==> config.mk <==
export PLATFORM = sky130hd
export DESIGN_NAME = regex_char_feeder
export DESIGN_NICKNAME = d
export VERILOG_FILES = /design/src/rtl/regex_char_feeder.sv
export SDC_FILE = /design/constraint.sdc
export NUM_CORES = 1
export LEC_CHECK = 0
export ABC_AREA = 1
export CORE_MARGIN = 2
export CORE_UTILIZATION = 48
export DETAILED_ROUTE_END_ITERATION = 7
export GPL_TIMING_DRIVEN = 0
export HOLD_SLACK_MARGIN = 0.02
export PLACE_DENSITY_LB_ADDON = 0.3
export SYNTH_ARGS = -nofsm -noshare
export SYNTH_HDL_FRONTEND = slang
export SYNTH_SLANG_ARGS = --single-unit
==> constraint.sdc <==
create_clock -name clk_i -period 1.9 [get_ports clk_i]
set_input_delay 0.19 -clock clk_i [delete_from_list [all_inputs] [get_ports clk_i]]
set_output_delay 0.19 -clock clk_i [all_outputs]
set_load 0.005 [all_outputs]
==> src/rtl/regex_char_feeder.sv <==
// Byte-stream front end for the regex matchers: FIFO-buffers {last,char} beats and runs the
// per-character reset/ready handshake with the matcher, reporting matches and end-of-stream.

// Generic synchronous FIFO with pointer-extension full/empty detection.
// Latency: push at t is poppable at t+1 (no bypass); push ignored when full, pop ignored when empty.
module regex_char_feeder_fifo #(
    parameter int WIDTH = 9,
    parameter int DEPTH = 8
) (
    input  logic             clk_i,
    input  logic             rst_ni,
    input  logic             push_i,
    input  logic [WIDTH-1:0] push_dat_i,
    input  logic             pop_i,
    output logic [WIDTH-1:0] pop_dat_o,
    output logic             full_o,
    output logic             empty_o
);
    localparam int AW = (DEPTH > 1) ? $clog2(DEPTH) : 1;

    logic [WIDTH-1:0] mem_q [DEPTH];
    logic [AW:0]      wr_ptr_q, wr_ptr_d;
    logic [AW:0]      rd_ptr_q, rd_ptr_d;
    logic             do_push, do_pop;

    assign empty_o   = (wr_ptr_q == rd_ptr_q);
    assign full_o    = (wr_ptr_q[AW] != rd_ptr_q[AW]) && (wr_ptr_q[AW-1:0] == rd_ptr_q[AW-1:0]);
    assign do_push   = push_i && !full_o;
    assign do_pop    = pop_i && !empty_o;
    assign pop_dat_o = mem_q[rd_ptr_q[AW-1:0]];

    always_comb begin
        wr_ptr_d = wr_ptr_q + {{AW{1'b0}}, do_push};
        rd_ptr_d = rd_ptr_q + {{AW{1'b0}}, do_pop};
    end

    always_ff @(posedge clk_i or negedge rst_ni) begin
        if (!rst_ni) begin
            wr_ptr_q <= '0;
            rd_ptr_q <= '0;
        end else begin
            wr_ptr_q <= wr_ptr_d;
            rd_ptr_q <= rd_ptr_d;
        end
    end

    // Storage needs no reset: pointers alone define which entries are live.
    always_ff @(posedge clk_i) begin
        if (do_push) begin
            mem_q[wr_ptr_q[AW-1:0]] <= push_dat_i;
        end
    end
endmodule

// Per-char matcher sequencer: IDLE(pop) -> LOAD(m_rst held) -> WAIT(m_rdy/timeout) -> CAPTURE.
// Latency: min 1+RST_CYCLES+2+1 cycles per beat; in_ready_o drops only when the FIFO is full.
module regex_char_feeder #(
    parameter int DEPTH      = 8,
    parameter int RST_CYCLES = 2,
    parameter int TIMEOUT    = 256
) (
    input  logic        clk_i,
    input  logic        rst_ni,
    input  logic        in_valid_i,
    output logic        in_ready_o,
    input  logic [7:0]  in_char_i,
    input  logic        in_last_i,
    output logic        m_rst_o,
    output logic [7:0]  m_char_o,
    output logic        m_last_o,
    input  logic        m_rdy_i,
    input  logic        m_match_i,
    input  logic [31:0] m_start_pos_i,
    input  logic [31:0] m_end_pos_i,
    output logic        res_valid_o,
    output logic [31:0] res_start_o,
    output logic [31:0] res_end_o,
    output logic [31:0] char_count_o,
    output logic        done_o,
    output logic        busy_o,
    output logic        timeout_err_o
);
    typedef struct packed {
        logic       last;
        logic [7:0] chr;
    } beat_t;

    typedef enum logic [1:0] {
        S_IDLE,
        S_LOAD,
        S_WAIT,
        S_CAPTURE
    } state_t;

    localparam int LOAD_W = (RST_CYCLES > 1) ? $clog2(RST_CYCLES) : 1;
    localparam int WAIT_W = (TIMEOUT > 1) ? $clog2(TIMEOUT) : 1;
    localparam logic [LOAD_W-1:0] LOAD_LAST = LOAD_W'(RST_CYCLES - 1);
    localparam logic [WAIT_W-1:0] WAIT_LAST = WAIT_W'(TIMEOUT - 1);

    beat_t in_beat, head_beat;
    logic  fifo_full, fifo_empty, fifo_pop;

    state_t             state_q, state_d;
    logic [LOAD_W-1:0]  load_cnt_q, load_cnt_d;
    logic [WAIT_W-1:0]  wait_cnt_q, wait_cnt_d;
    logic [7:0]         m_char_q, m_char_d;
    logic               m_last_q, m_last_d;
    logic               match_q, match_d;
    logic [31:0]        samp_start_q, samp_start_d;
    logic [31:0]        samp_end_q, samp_end_d;
    logic               res_valid_q, res_valid_d;
    logic [31:0]        res_start_q, res_start_d;
    logic [31:0]        res_end_q, res_end_d;
    logic [31:0]        char_count_q, char_count_d;
    logic               done_q, done_d;
    logic               timeout_err_q, timeout_err_d;

    assign in_beat = '{last: in_last_i, chr: in_char_i};

    regex_char_feeder_fifo #(
        .WIDTH ($bits(beat_t)),
        .DEPTH (DEPTH)
    ) u_fifo (
        .clk_i      (clk_i),
        .rst_ni     (rst_ni),
        .push_i     (in_valid_i),
        .push_dat_i (in_beat),
        .pop_i      (fifo_pop),
        .pop_dat_o  (head_beat),
        .full_o     (fifo_full),
        .empty_o    (fifo_empty)
    );

    always_comb begin
        state_d       = state_q;
        load_cnt_d    = load_cnt_q;
        wait_cnt_d    = wait_cnt_q;
        m_char_d      = m_char_q;
        m_last_d      = m_last_q;
        match_d       = match_q;
        samp_start_d  = samp_start_q;
        samp_end_d    = samp_end_q;
        res_valid_d   = 1'b0;
        res_start_d   = res_start_q;
        res_end_d     = res_end_q;
        done_d        = 1'b0;
        // The count stays visible during the done strobe and clears right after it.
        char_count_d  = done_q ? 32'd0 : char_count_q;
        timeout_err_d = timeout_err_q;
        fifo_pop      = 1'b0;

        unique case (state_q)
            S_IDLE: begin
                if (!fifo_empty) begin
                    fifo_pop   = 1'b1;
                    m_char_d   = head_beat.chr;
                    m_last_d   = head_beat.last;
                    load_cnt_d = '0;
                    state_d    = S_LOAD;
                end
            end
            S_LOAD: begin
                if (load_cnt_q == LOAD_LAST) begin
                    wait_cnt_d = '0;
                    state_d    = S_WAIT;
                end else begin
                    load_cnt_d = load_cnt_q + LOAD_W'(1);
                end
            end
            S_WAIT: begin
                wait_cnt_d = wait_cnt_q + WAIT_W'(1);
                // m_rdy in the first WAIT cycle may still belong to the previous char.
                if ((wait_cnt_q != '0) && m_rdy_i) begin
                    match_d      = m_match_i;
                    samp_start_d = m_start_pos_i;
                    samp_end_d   = m_end_pos_i;
                    state_d      = S_CAPTURE;
                end else if (wait_cnt_q == WAIT_LAST) begin
                    match_d       = 1'b0;
                    timeout_err_d = 1'b1;
                    state_d       = S_CAPTURE;
                end
            end
            S_CAPTURE: begin
                if (match_q) begin
                    res_valid_d = 1'b1;
                    res_start_d = samp_start_q;
                    res_end_d   = samp_end_q;
                end
                if (m_last_q) begin
                    done_d = 1'b1;
                end else begin
                    char_count_d = char_count_q + 32'd1;
                end
                state_d = S_IDLE;
            end
            default: state_d = S_IDLE;
        endcase
    end

    always_ff @(posedge clk_i or negedge rst_ni) begin
        if (!rst_ni) begin
            state_q       <= S_IDLE;
            load_cnt_q    <= '0;
            wait_cnt_q    <= '0;
            m_char_q      <= 8'd0;
            m_last_q      <= 1'b0;
            match_q       <= 1'b0;
            samp_start_q  <= 32'd0;
            samp_end_q    <= 32'd0;
            res_valid_q   <= 1'b0;
            res_start_q   <= 32'd0;
            res_end_q     <= 32'd0;
            char_count_q  <= 32'd0;
            done_q        <= 1'b0;
            timeout_err_q <= 1'b0;
        end else begin
            state_q       <= state_d;
            load_cnt_q    <= load_cnt_d;
            wait_cnt_q    <= wait_cnt_d;
            m_char_q      <= m_char_d;
            m_last_q      <= m_last_d;
            match_q       <= match_d;
            samp_start_q  <= samp_start_d;
            samp_end_q    <= samp_end_d;
            res_valid_q   <= res_valid_d;
            res_start_q   <= res_start_d;
            res_end_q     <= res_end_d;
            char_count_q  <= char_count_d;
            done_q        <= done_d;
            timeout_err_q <= timeout_err_d;
        end
    end

    assign in_ready_o    = !fifo_full;
    assign m_rst_o       = (state_q == S_IDLE) || (state_q == S_LOAD);
    assign m_char_o      = m_char_q;
    assign m_last_o      = m_last_q;
    assign res_valid_o   = res_valid_q;
    assign res_start_o   = res_start_q;
    assign res_end_o     = res_end_q;
    assign char_count_o  = char_count_q;
    assign done_o        = done_q;
    assign busy_o        = (state_q != S_IDLE) || !fifo_empty;
    assign timeout_err_o = timeout_err_q;
endmodule

# After elaboration in Yosys (flattened, before gate mapping)
# Memory sizes are Yosys's and may differ from the RTL's. A register that Yosys moved wholly into a read port is not among the register bits.
# Index checks and enable logic that the tools add are counted.
# Widths: inputs -> output; s select.
dict set report op_classes {
  shifts 0
  div_mod_pow 0
  reduce_logical 23
  muxes 23
  addsub 5
  bitwise_logic 2
  multipliers 0
  n_eq_ne 10
  n_lt_le_gt_ge 0
}
# cell n
set ops {}
lappend ops {{$mux 32} 3}
lappend ops {{$add 32x1->32 const B} 1}
lappend ops {{$pmux 8 s2} 1}
lappend ops {{$mux 1} 12}
lappend ops {{$reduce_and 2->1} 6}
lappend ops {{$add 4x1->4} 2}
lappend ops {{$add 8x1->8 const B} 1}
lappend ops {{$eq 8x8->1 const B} 1}
lappend ops {{$mux 2} 4}
lappend ops {{$mux 8} 1}
lappend ops {{$pmux 2 s4} 1}
lappend ops {{$reduce_bool 2->1} 4}
lappend ops {{$reduce_bool 8->1} 1}
lappend ops {{$reduce_and 3->1} 2}
lappend ops {{$eq 2x2->1 const B} 2}
lappend ops {{$eq 4x4->1} 1}
lappend ops {{$logic_and 1x1->1} 4}
lappend ops {{$ne 2x2->1 const B} 2}
lappend ops {{$eq 3x3->1} 1}
lappend ops {{$logic_not 1->1} 3}
lappend ops {{$ne 3x3->1 const B} 1}
lappend ops {{$eq 2x1->1 const B} 1}
lappend ops {{$logic_not 2->1} 1}
lappend ops {{$logic_or 1x1->1} 2}
lappend ops {{4 further kinds} 5}
dict set report word_totals {
  latch_bits 0
  romBits 0
  elab_cells 78
  regBits 183
  memories 1
  in_bits 78
  out_inout_bits 111
  ramBits 72
}
# name depth width rd rd_ports_with_merged_regs wr line_no
set memory_table {}
lappend memory_table {u_fifo.mem_q 8 9 1 1 1 21} ;# logic [WIDTH-1:0] mem_q [DEPTH];

# Logic depth before layout (Yosys ltp)
dict set report depth {
  ltp_word 6
  mapped_depth 10
  depth_no_buf 10
}

# Hierarchy
# Synthesis repeated with hierarchy kept, for this count alone.
dict set report unflattened {
  cells_unflattened 1218
  area_unflattened_um2 11367.2
}
# mod n_inst cells_per_inst area_each_um2
set by_module_without_submodules {}
lappend by_module_without_submodules {regex_char_feeder 1 938 8042.7}
lappend by_module_without_submodules {regex_char_feeder_fifo 1 280 3324.4}

# Least setup slack after synthesis
# Ideal clock, no wire load.
dict set report synth_timing {
  path_kind {reg-to-reg}
  startpoint {register u_fifo.rd_ptr_q[0]}
  endpoint {memory u_fifo.mem_q[0][0], enable pin}
  slack_ns -0.170
  setup_ns 0.387
  t_arrival_ns 1.683
  period_less_slack_ns 2.070
  path_stages_with_launch 7
  n_path_buf 1
  required_ns 1.513
  path_cell_list {dfrtp_1 > buf_4 > xor2_1 > nor2_1 > nand3b_1 > nand2_2 > nor3_1}
}
dict set report synth_between {
  elab_chain_cells 6
}
# element line_no
set synth_lines {}
lappend synth_lines {{from (decl)} 23} ;# logic [AW:0] rd_ptr_q, rd_ptr_d;
lappend synth_lines {{from (signal assigned)} 43} ;# rd_ptr_q <= rd_ptr_d;
lappend synth_lines {{$eq 3x3->1} 27} ;# assign full_o = (wr_ptr_q[AW] != rd_ptr_q[AW]) && (wr_ptr_q[AW-1:0] == rd_ptr_q[AW-1:0]);
lappend synth_lines {{$logic_and 1x1->1} 27}
lappend synth_lines {{$logic_not 1->1} -}
lappend synth_lines {{via in_ready_o} 65} ;# output logic in_ready_o,
lappend synth_lines {{$logic_and 1x1->1} 28} ;# assign do_push = push_i && !full_o;
lappend synth_lines {{$mux 1} 49} ;# if (do_push) begin
lappend synth_lines {{$mux 1 (implied by the code)} 50} ;# mem_q[wr_ptr_q[AW-1:0]] <= push_dat_i;
lappend synth_lines {{to (decl)} 21}
# The timed path passes the listed nets, and every way through them passes these cells.

# Worst setup path in the final report
dict set report layout_timing {
  startpoint {register u_fifo.rd_ptr_q[1]}
  endpoint {output port in_ready_o}
}
dict set report layout_between {
  elab_chain_cells 3
}
# element line_no
set layout_lines {}
lappend layout_lines {{$eq 3x3->1} 27}
lappend layout_lines {{$logic_and 1x1->1} 27}
lappend layout_lines {{$logic_not 1->1} 235} ;# assign in_ready_o = !fifo_full;
lappend layout_lines {{to (decl)} 65}
# No other way between the ends.

==> results by group <==
Logic synthesis
  • Ys async rst share: 72.73%
  • Synth warn: 0
  • Avg Inst Size Synth: 9.027 um^2
  • Post-synth EDFFs: 72
  • Post-Syn Nets: 1324
  • Post-synth top cells: nand2_1 (555), dfrtp_1 (192), nor2_1 (98)
  • Count leader, synth: nand2_1
  • Register area share after synthesis: 62.54%
  • Post-synthesis cell area: 11140 um^2
  • Cells after Synth: 1234
  • Ranking of synthesized cells by area: dfrtp_1 (43%), edfxtp_1 (19%), nand2_1 (19%)
  • Netlist cell types: 34
  • Cell taking the most area after synthesis: dfrtp_1
  • Top_reg_cell synth: dfrtp_1
  • Yosys top cell area share: 43.13%
  • Yosys reg bits: 264

Power
  • Lkg Pwr: 0.006817 uW
  • Worst IR drop on VDD: 0.9107 mV
  • Pwr dens: 1462 nW/um^2

Cells and area
  • Final non-filler cell total: 1785
  • Syn-to-layout area delta: 33.20%
  • Fin nets: 1565
  • Area of the multi-input gates: 3884 um^2
  • Fillcell total: 1814
  • Final Core Density: 65.34%
  • Register area: 6972 um^2
  • Share of layout cells above drive strength 1: 10.42%

STA
  • Final worst-path cycle share: 101.8%
  • # setup viols final: 1
  • Clock skew: 0.01295 ns
  • Least-Margin Pin Slew: 0.8742 ns
  • Final Max Tran Viols: 0
  • Fmax: 517.2 MHz
  • Final Hold Vio Count: 0
  • Unrepaired setup endpoints after global routing: true
  • Max_slew headroom: 41.72%
  • Final worst path period need: 1.934 ns
  • Worst setup margin: -0.03364 ns

Routing
  • Pre-Repair DR Iteration Count: 5
  • Wire per inst: 15.66 um
  • DRC: 0
  • Vias per std cell: 5.105
  • Antenna Nets Post-Route: 0
  • 1st-iter DRT viols: 764
  • Vias: 9113
  • Total Wirelength: 27950 um

Global routing
  • Vias in the first global route: 8731
  • Maximum number of pins on one net before global-route repair: 111
  • GR Util All Layers: 22.54%
  • GRT overflow: 0
  • First-pass GRT wire length: 44110 um
  • Initial antenna violation count: 3

Clocking
  • Root buf cell: clkbuf_16
  • CTS tree: built
  • Clock Latency Late Sink: 0.55 ns
  • Inserted Clock Buffers: 29
  • Longest Clk Path Bufs: 3
  • H-tree depth: 1
  • Num Clock Sinks: 264
  • CTS clk-pin slew, worst paths: 0.06 ns

Setup path
  • Reg2reg start: u_fifo.rd_ptr_q[1]
  • Crit path arrival time: 1.74 ns
  • Reg-to-reg slack, setup: 0.02 ns
  • WS Path Type: flip-flop to output port
  • Reg2Reg Capture Point: u_fifo.rd_ptr_q[2]
  • R2R cell count: 10
  • Worst Path Required: 1.71 ns
  • Critical path endpoint category: output port
  • Worst-path fanout max: 10
  • Type of origin of the critical path: flip-flop

Hold path
  • Worst Hold End: samp_start_q[18]
  • Hold-critical path depth: 3
  • Worst hold path type: primary input to flip-flop
  • Hold Startpoint: m_start_pos_i[18]

Die
  • Row count: 55
  • Starting density of the core: 49.05%
  • Die Wd: 156.3 um
  • Io pins: 189
  • Die area: 24440 um^2
  • Die Y: 156.3 um
  • Std-Cell Core Area: 22710 um^2

Outcome
  • Outcome: finished with violations
  • Failing checks: setup timing

Run
  • Max Cap Viol: 0

Placement
  • Buffers added on ports: 188
  • Placed cell count: 1710
  • Post-DP HPWL: 18370 um
  • Final estimated routing congestion in global placement: 0.8911
[critical path: stages (launching register included)]
cell and delay [ns]:
dfrtp_1 0.40, inv_2 0.11, nand2_1 0.09, nand2_2 0.06, nor2_2 0.15, nand3b_1 0.12
buf_6 0.16, buf_6 0.11
[placed cells by master, fill, tap and decap left out, types with 5 or more instances in the layout]
cell / synthesis / final
a21oi_1: 9 / 9
buf_12: 1 / 7
buf_2: 18 / 15
buf_4: 2 / 14
buf_6: 2 / 7
clkbuf_1: 18 / 18
clkbuf_16: 0 / 30
clkbuf_2: 0 / 6
clkbuf_8: 0 / 9
clkdlybuf4s50_1: 0 / 184
clkinv_2: 0 / 6
dfrtp_1: 192 / 188
edfxtp_1: 72 / 72
ha_1: 12 / 8
inv_1: 63 / 57
inv_2: 5 / 7
nand2_1: 555 / 552
nand2_2: 12 / 14
nand3_1: 41 / 41
nand4_1: 9 / 9
nor2_1: 98 / 94
nor2_2: 1 / 5
nor3_4: 0 / 8
o21ai_0: 70 / 69
o21ai_1: 6 / 7
o22ai_1: 18 / 18
xor2_1: 5 / 5
[sequential cells by signal (all words and copies together) (netlist names)]
name             flops
samp_end_q          32
done_o               1
samp_start_q        32
load_cnt_q           1
m_char_o             8
res_start_o         32
res_end_o           32
char_count_o        32
match_q              1
u_fifo.mem_q        72
timeout_err_o        1
res_valid_o          1
m_last_o             1
state_q              2
u_fifo.wr_ptr_q      4
wait_cnt_q           8
u_fifo.rd_ptr_q      4
[stage by stage]
step	area [um^2]	power [uW]	setup WS (ns)	hold slack, ns	TNS, ns
global placement	13380	15120	-7.423	0.4457	-1484.78
finish	14840	21690	-0.03364	0.1753	-0.03364
global route	14840	23090	-0.1048	0.1717	-1.176
floorplan	11140	12220	-0.1696	-0.1056	-12.21
CTS	14740	21530	-0.05396	0.1611	-0.1267
detailed placement	13430	15360	-0.9714	0.3188	-52.30
[final cells by class]
cell class,instances,area share [%]
antenna,3,0.05059
buffer,40,1.518
clock buffer,45,6.046
clock inverter,8,0.4638
inverter,69,1.838
multi-input combinational,861,26.17
sequential,264,46.99
tap,285,2.403
timing repair buffer,210,14.52
[layer usage]
layer | vias up | routed length, um | part of all wire (%) | track usage [%]
met3 | 63 | 1631 | 5.8 | 2.852
met4 | 0 | 850 | 3.0 | 8.344
met2 | 299 | 13460 | 48 | 36.92
met5 | - | 0 | 0 | 0
met1 | 4331 | 12010 | 43 | 31.04
li1 | 4420 | - | - | -
[worst max path at each step]
stage / start / to / slack, ns / depth (start not counted)
5_1_grt: u_fifo.rd_ptr_q[1] / in_ready_o / -0.10 / 7
3_3_place_gp: rst_ni / samp_end_q[21] / -7.42 / 1
3_5_place_dp: u_fifo.rd_ptr_q[1] / u_fifo.mem_q[2][4] / -0.97 / 7
4_1_cts: u_fifo.rd_ptr_q[0] / in_ready_o / -0.05 / 6
2_1_floorplan: u_fifo.rd_ptr_q[0] / u_fifo.mem_q[0][0] / -0.17 / 6
6_report: u_fifo.rd_ptr_q[1] / in_ready_o / -0.03 / 7
[timing repair]
action,in CTS,in global routing
resized for setup,47,34
cloned,1,1
pin swaps,11,9
endpoints found under the hold margin,109,0
setup endpoints to repair,102,124
setup buffers,15,3
hold buffers,1,0
[power breakdown]
part / switching, uW / internal (uW)
sequential: 950 / 7580
combinational: 4240 / 3300
clock: 2250 / 3360
total: 7440 / 14200
[logic make-up after synthesis]
group	synth area share, %
flip-flops	62.54
AND/OR/NAND/NOR	26.13
adder cells (fa/ha/maj)	1.348
XOR/XNOR	0.4717
AO/OA/AOI/OAI	5.201
buffers and inverters	4.313
No activity file was read; power rests on OpenSTA's default activity.
==> RTL edit, RTL diff (same flow settings) <==
Put one more register stage on the output `char_count_o`, cleared by the reset. The value now appears one clock later. The other outputs are not delayed to match.
--- a/src/rtl/regex_char_feeder.sv
+++ b/src/rtl/regex_char_feeder.sv
@@ -241,3 +241,9 @@
     assign res_end_o     = res_end_q;
-    assign char_count_o  = char_count_q;
+    always_ff @(posedge clk_i or negedge rst_ni) begin
+        if (!rst_ni) begin
+            char_count_o <= '0;
+        end else begin
+            char_count_o <= char_count_q;
+        end
+    end
     assign done_o        = done_q;
Behaviour: not the same (a bounded check fails within 10 cycles, from zero or initial values and one cycle with rst_ni low).
==> RTL edit against the original RTL <==
Power grew 9.5%. Fmax grew 1.9%. Global-route usage shrank 0.93 points. Worst setup slack gained 0.036 ns. Final area grew 8.7%. Hold slack gained 0.0049 ns. Synthesized area grew 9.0%. Die area grew 8.7%. Wire length grew 1.9%. Sequential cell count grew 32. Non-clock buffer count grew 20. Synthesized cell count shrank 1.8%. Critical endpoint unchanged. Largest cell class unchanged.
==> RTL edit: results (changes against the original RTL) <==
| Metric | Value |
|---|---|
| Outcome | `finished, final reports clean` |
| Grt met2 use | `34.7% (-2.2 points)` |
| Clk_skew | `0.0158 ns (+0.00288 ns)` |
| Initial DRC Count | `691 (-9.6%)` |
| Post-layout util | `64.4% (-0.92 points)` |
| Post-synth EDFFs | `72 (unchanged)` |
| Max-Slew Margin vs Limit | `62.2% (+20 points)` |
| First-pass GRT wire length | `46000 um (+4.4%)` |
| Clk root buf | `clkbuf_16` |
| CTS Buf Count | `30 (+3.4%)` |
| Number of antenna violations at the first check in global routing | `0 (-3)` |
| Max FFs per register | `72 (unchanged)` |
| Global Route met3 Usage | `3.58% (+0.73 points)` |
| Ys async rst share | `75.7% (+2.9 points)` |
| Worst VDD drop | `1050 uV (+15%)` |
| Vias in the first global route | `8844 (+1.3%)` |
| Worst hold path class | `in2async` |
| Synth top area cells | `dfrtp_1 (46%), edfxtp_1 (18%), nand2_1 (9.7%)` |
| Distinct cells, synth | `38 (+12%)` |
| Clock H-tree levels | `1 (unchanged)` |
| Clock latency on the worst-skew pair | `0.56 ns` |
| Lkg Pwr | `0.00709 uW (+4.1%)` |
| Total Wirelength | `28500 um (+1.9%)` |
| DR vias | `9173 (+0.66%)` |
| First-pass DRT Iterations | `5 (unchanged)` |
| Most used DFF post-synth | `dfrtp_1` |
| Final HPWL DP | `19000 um (+3.5%)` |
| Data arrival, critical path | `1.71 ns (-0.03 ns)` |
| Worst-path clk slew | `0.07 ns` |
| FILL cells | `1963 (+8.2%)` |
| Pre-CTS setup slack | `-0.819 ns (+0.152 ns)` |
| Global Route Usage Sum | `21.6% (-0.93 points)` |
| Crit share post-route | `99.9% (-1.9 points)` |
| Worst-path fanout max | `5 (-5)` |
| Post-synthesis sequential area ratio | `64.0% (+1.5 points)` |
| Post-synth top cells | `nand2_1 (315), dfrtp_1 (224), o21ai_0 (120), inv_1 (115), nor2_1 (93)` |
| Port bufs | `188 (unchanged)` |
| Internal reg-to-reg setup slack | `0.03 ns` |
| Proportion of layout cells with a drive suffix above 1 | `16.5% (+6.1 points)` |
| Final RePlAce weighted congestion | `0.869 (-2.5%)` |
| Synthesis warning total | `0 (unchanged)` |
| Fin nets | `1561 (-0.26%)` |
| Syn Nets | `1302 (-1.7%)` |
| Int Power | `15900 uW (+11%)` |
| Longest Clk Path Bufs | `3 (unchanged)` |
| GRT met1 Usage | `29.8% (-1.2 points)` |
| Largest net degree at the start of global routing | `78 (-30%)` |
RTL edit: worst max-delay path, cell delays in order (launching register included):
cell and delay [ns]:
dfrtp_2 0.46, inv_6 0.09, nand2_4 0.08, nand2_4 0.07, nor3_4 0.18, nand2_2 0.13, buf_2 0.15
RTL edit: repair_timing:
item                                    in CTS  in global routing
resized for setup                           63                 26
hold buffers                                 1                  0
hold endpoints to repair                    72                  0
setup buffers                               24                 11
endpoints found under the setup margin      82                145
pin swaps                                    8                  8
RTL edit: cell families after synthesis:
| logic type | synth area share (%) |
|---|---|
| AND/OR/NAND/NOR | 17.9 |
| flip-flops | 64.0 |
| AO/OA/AOI/OAI | 10.5 |
| buffers and inverters | 6.03 |
| adder cells (fa/ha/maj) | 1.24 |
| XOR/XNOR | 0.289 |
RTL edit: power groups by stage:
stage | Sequential (uW) | Combinational (uW) | Clock, uW
2_1_floorplan | 9210 | 4290 | 0
3_3_place_gp | 9280 | 7210 | 0
3_5_place_dp | 9310 | 7450 | 0
4_1_cts | 9190 | 8270 | 6110
5_1_grt | 9400 | 9510 | 6390
6_report | 9210 | 8530 | 6000
RTL edit: per-stage QoR:
step	area [um2]	setup TNS, ns	power (uW)	hold WS [ns]	instances
finish	16100	0	23700	0.180	1825
global route	16100	-0.411	25300	0.188	1824
CTS	16000	-0.0544	23600	0.164	1814
detailed placement	14500	-48.09	16800	0.191	1734
global placement	14400	-1995.32	16500	0.417	1730
floorplan	12100	-13.25	13500	-0.106	1212
RTL edit: path summary, 6_finish.rpt:
check | start | to | depth (start not counted)
worst max-delay path | u_fifo.wr_ptr_q[0] | in_ready_o | 6
worst min-delay path | rst_ni | res_end_o[16] | 2
worst max register to register | u_fifo.wr_ptr_q[0] | u_fifo.mem_q[5][6] | 9
worst min register to register | char_count_q[2] | char_count_o[2] | 0
max in group asynchronous | rst_ni | u_fifo.wr_ptr_q[2] | 4
min in group clk_i | m_start_pos_i[13] | samp_start_q[13] | 3
RTL edit: layer usage:
metal	vias up	part of all wire, %
met2	264	48
li1	4459	-
met1	4383	43
met5	-	0
met3	67	5.3
met4	0	3.7
RTL edit: cell type report:
type                       instances  area share [%]
buffer                            42            1.82
antenna                            1          0.0155
tap                              330            2.56
clock buffer                      40            5.33
sequential                       296            48.2
clock inverter                    15           0.977
inverter                         122            2.95
multi-input combinational        751            23.8
timing repair buffer             228            14.3
